### src/rtl/life_controller.sv
// Life grid sequencer: turns step/run/clear key pulses into
// gen/clear strobes for the grid and tracks the generation count.
module life_controller #(
   parameter int unsigned TICK_DIV = 50
) (
   input  logic        clock,
   input  logic        reset,
   input  logic        step_p,
   input  logic        run_p,
   input  logic        clear_p,
   input  logic        grid_done,
   output logic        gen_start,
   output logic        clear_start,
   output logic        running,
   output logic        busy,
   output logic [15:0] gen_count
);

   typedef enum logic [1:0] {
      PAUSE,
      RUN,
      WAIT_GEN,
      WAIT_CLR
   } state_t;

   localparam logic [15:0] TICK_LAST = 16'(TICK_DIV - 1);

   state_t      state_q;
   logic        run_mode_q;
   logic        clear_pend_q;
   logic        gen_start_q;
   logic        clear_start_q;
   logic [15:0] tick_q;
   logic [15:0] gen_count_q;

   // Commands seen while a generation is in flight are folded in first,
   // so an exit on the same edge already reflects them.
   logic        wg_run_mode;
   logic        wg_clear_pend;

   assign wg_run_mode   = run_mode_q ^ run_p;
   assign wg_clear_pend = clear_pend_q | clear_p;

   // Controller state, counters and registered strobes
   always_ff @(posedge clock) begin
      if (!reset) begin
         state_q       <= PAUSE;
         run_mode_q    <= 1'b0;
         clear_pend_q  <= 1'b0;
         gen_start_q   <= 1'b0;
         clear_start_q <= 1'b0;
         tick_q        <= 16'd0;
         gen_count_q   <= 16'd0;
      end else begin
         gen_start_q   <= 1'b0;
         clear_start_q <= 1'b0;
         unique case (state_q)
            PAUSE: begin
               if (clear_p) begin
                  clear_start_q <= 1'b1;
                  state_q       <= WAIT_CLR;
               end else if (step_p) begin
                  gen_start_q <= 1'b1;
                  run_mode_q  <= 1'b0;
                  state_q     <= WAIT_GEN;
               end else if (run_p) begin
                  run_mode_q <= 1'b1;
                  tick_q     <= 16'd0;
                  state_q    <= RUN;
               end
            end
            RUN: begin
               if (clear_p) begin
                  clear_start_q <= 1'b1;
                  tick_q        <= 16'd0;
                  state_q       <= WAIT_CLR;
               end else if (run_p) begin
                  run_mode_q <= 1'b0;
                  tick_q     <= 16'd0;
                  state_q    <= PAUSE;
               end else if (tick_q == TICK_LAST) begin
                  gen_start_q <= 1'b1;
                  tick_q      <= 16'd0;
                  state_q     <= WAIT_GEN;
               end else begin
                  tick_q <= tick_q + 16'd1;
               end
            end
            WAIT_GEN: begin
               run_mode_q   <= wg_run_mode;
               clear_pend_q <= wg_clear_pend;
               if (grid_done) begin
                  gen_count_q <= gen_count_q + 16'd1;
                  if (wg_clear_pend) begin
                     clear_start_q <= 1'b1;
                     clear_pend_q  <= 1'b0;
                     state_q       <= WAIT_CLR;
                  end else if (wg_run_mode) begin
                     tick_q  <= 16'd0;
                     state_q <= RUN;
                  end else begin
                     state_q <= PAUSE;
                  end
               end
            end
            WAIT_CLR: begin
               if (grid_done) begin
                  gen_count_q <= 16'd0;
                  run_mode_q  <= 1'b0;
                  state_q     <= PAUSE;
               end
            end
            default: state_q <= PAUSE;
         endcase
      end
   end

   assign gen_start   = gen_start_q;
   assign clear_start = clear_start_q;
   assign running     = run_mode_q;
   assign busy        = (state_q == WAIT_GEN) || (state_q == WAIT_CLR);
   assign gen_count   = gen_count_q;

endmodule
### config.mk
export PLATFORM = sky130hd
export DESIGN_NAME = life_controller
export DESIGN_NICKNAME = d
export VERILOG_FILES = /design/src/rtl/life_controller.sv
export SDC_FILE = /design/constraint.sdc
export NUM_CORES = 1
export LEC_CHECK = 0
export CORE_ASPECT_RATIO = 0.6
export CORE_MARGIN = 10
export CORE_UTILIZATION = 31
export DETAILED_ROUTE_END_ITERATION = 10
export PLACE_DENSITY = 0.61
export SLEW_MARGIN = 40
export SYNTH_ARGS = -nofsm -noshare
export SYNTH_HDL_FRONTEND = slang
export SYNTH_SLANG_ARGS = --single-unit
### constraint.sdc
create_clock -name clock -period 5.9 [get_ports clock]
set_clock_uncertainty 0.15 [all_clocks]
set_input_delay 0.885 -clock clock [delete_from_list [all_inputs] [get_ports clock]]
set_output_delay 0.885 -clock clock [all_outputs]
set_load 0.005 [all_outputs]
==> results.json <==
{
  "power_mw": 0.566,
  "critPathBufInv": 1,
  "grt_pass1_wl_mm": 8.60,
  "drt_iter0_markers": 163,
  "dr.pass1.iters": 4,
  "avgSynthCellArea_um2": 8.10,
  "placedCellCount": 346,
  "synthTopCellsByCount": "dfxtp_1 (38), nor2_1 (33), o21ai_0 (23)",
  "crit_cells": 6,
  "cp_cell_sequence": "clkdlybuf4s50_1, nor3_4, nand3_4, or2_4, or3_1, o21ai_0",
  "max_slew_margin_pct": 56.7,
  "die_width_um": 124,
  "antenna_left": 0,
  "min_period_ns": 2.77,
  "finalInstanceArea_um2": 2420,
  "p_leak_nw": 0.822,
  "root_buffer": "clkbuf_8",
  "antenna_found_initial": 0,
  "clkPwrFrac_pct": 39.2,
  "synth.area.mux_share_pct": 0.993,
  "critPathMaxFanout": 10,
  "rsz0062_at_grt": "no",
  "synth_compound_area_share_pct": 16.8,
  "clockBufferDepth": 2,
  "drive_gt1_share_pct": 5.93,
  "switchingPower_mw": 0.151,
  "pre_cts_ws_ns": 2.68,
  "cts.htree.levels": 2,
  "min_path_cells": 2,
  "cts_tree": "done",
  "worst-setup-path-type": "in2reg",
  "coreArea_um2": 6220,
  "fmax_mhz": 361,
  "synth_top_family_by_area": "simple AND/OR/NAND/NOR gates",
  "ys_seq_area_share_pct": 37.7,
  "nets": 278,
  "antenna_cells": 0,
  "hold_violations": 0,
  "synth_seq_cells": 38,
  "post_cts_buffers": 0,
  "postCtsHoldBufs": 0,
  "final_core_util_pct": 38.9,
  "intPower_mw": 0.415,
  "synth_flop_cell": "dfxtp_1",
  "slowest_delay_ns": 0.60,
  "ioPinCount": 26,
  "yosys-top-cells-area": "dfxtp_1 (38%), nor2_1 (6.1%), o21ai_0 (5.7%)",
  "cts_resized": 0,
  "synth_top_area_cell": "dfxtp_1",
  "drc_errors": 0,
  "worstMarginPinSlew_ns": 0.650,
  "endpoint_kind": "flop",
  "startpoint_type": "input port",
  "clk_latency_ns": 0.30,
  "grt_start_max_net_pins": 26,
  "wirelength_mm": 5.11,
  "vias": 1827,
  "synth.distinct_cells": 46,
  "die_h_um": 82.5,
  "rows": 22,
  "synthesis.instances": 249,
  "p_sw_share_pct": 26.6,
  "fin_crit_sh_pct": 47.0,
  "p_per_area_nw_per_um2": 234,
  "dp_hpwl_mm": 3.74,
  "via_per_inst": 5.16,
  "fin_tns_setup_ns": 0,
  "synth_fa_ha_area_share_pct": 1.86,
  "cts_buffers": 5,
  "max-vdd-ir-drop_uv": 94.5,
  "grt.total_usage_pct": 10.3,
  "rr_worst_depth": 5,
  "cap_viol_max_count": 0,
  "synthMostInstantiatedCell": "dfxtp_1",
  "clk_pin_slew_ns": 0.08,
  "gp_congestion": 0.822,
  "synth-simple-area-share_pct": 29.8,
  "syn_area_um2": 2020,
  "port_buffers": 25,
  "power_frac_comb_pct": 11.6,
  "wire_per_inst_um": 14.4,
  "ys_warn_count": 0,
  "synth_top_area_share_pct": 37.7,
  "holdWs_ns": 0.353,
  "async_flop_share_pct": 0,
  "grt_pass1_vias": 1685,
  "status": "completed",
  "syn-num-nets": 258,
  "layout_setup_ws_ns": 3.13,
  "place_area_um2": 2300,
  "crit_path_top_delay_cell": "clkdlybuf4s50_1",
  "synth_edf_count": 0,
  "final-instance-count-excl-fill": 354,
  "syn_to_final_growth_pct": 20.0,
  "synth_xor_area_share_pct": 7.38,
  "min_path_type": "reg2reg",
  "crit_arrival_ns": 2.84,
  "grt_overflow": 0,
  "required_ns": 5.97,
  "report.final.setup_viol": 0,
  "path_delay_family": "simple AND/OR/NAND/NOR gates",
  "seqPwrFrac_pct": 49.2,
  "cts.sinks": 38,
  "start_util_pct": 32.4,
  "drv_slew": 0,
  "dieArea_um2": 10200
}
## flip-flops by register name (all words and copies together) (netlist names)
| name | count |
|---|---|
| gen_start | 1 |
| running | 1 |
| tick_q | 16 |
| clear_pend_q | 1 |
| clear_start | 1 |
| gen_count | 16 |
| state_q | 2 |
## metal layers
metal	vias up	global-route usage, %	routed length, um
met5	-	0	0
met4	0	4.12	74
met3	7	2.44	309
met2	49	14.0	2050
met1	844	15.2	2670
li1	927	-	-
## path summary, 6_finish.rpt
path | from | to | slack, ns
min | tick_q[15]$_SDFFE_PN0P_ | tick_q[15]$_SDFFE_PN0P_ | 0.35
max | clear_p | tick_q[15]$_SDFFE_PN0P_ | 3.13
max reg2reg | state_q[0]$_SDFFE_PN0P_ | tick_q[14]$_SDFFE_PN0P_ | 3.64
min reg2reg | tick_q[15]$_SDFFE_PN0P_ | tick_q[15]$_SDFFE_PN0P_ | 0.35
## kinds of logic (layout without fill, tap and decap cells)
family / after synthesis / count (layout)
compound gates: 57 / 57
xor+xnor: 17 / 17
fa+ha+maj: 3 / 3
buf+inv: 21 / 42
flops: 38 / 38
mux: 2 / 2
simple gates: 111 / 111
## cell usage in the layout, fill, tap and decap left out, types with 4 or more instances in the layout
| cell type | instances |
|---|---|
| xnor2_1 | 4 |
| nand3_1 | 14 |
| clkdlybuf4s50_1 | 25 |
| xor2_1 | 13 |
| nand2_1 | 17 |
| clkbuf_8 | 5 |
| dfxtp_1 | 37 |
| a211oi_1 | 6 |
| o21ai_0 | 23 |
| and3_1 | 4 |
| a21oi_1 | 16 |
| nor3_1 | 8 |
| nor2_1 | 33 |
| nand4_1 | 7 |
| or3_1 | 4 |
| inv_1 | 8 |
## power by group through the flow
stage	Combinational, mW	Sequential (mW)	Clock (mW)
after floorplan	0.0542	0.272	0
after global placement	0.0625	0.284	0
after detailed placement	0.0625	0.284	0
after CTS	0.0631	0.278	0.225
after global routing	0.0729	0.280	0.234
final	0.0655	0.278	0.222
## cell type report
cell class	instances	area, um^2
multi-input combinational	190	1160
timing repair buffer	25	250
clock buffer	5	68.8
fill	651	3800
tap	84	105
sequential	38	762
clock inverter	3	40.0
inverter	9	33.8
## worst min-delay path, delay by kind of cell, from the launching register on
family,cells,cell delay [ns]
AO/OA/AOI/OAI,1,0.08
buffers and inverters,1,0.05
flip-flops,1,0.32
No activity file was read; power rests on OpenSTA's default activity.
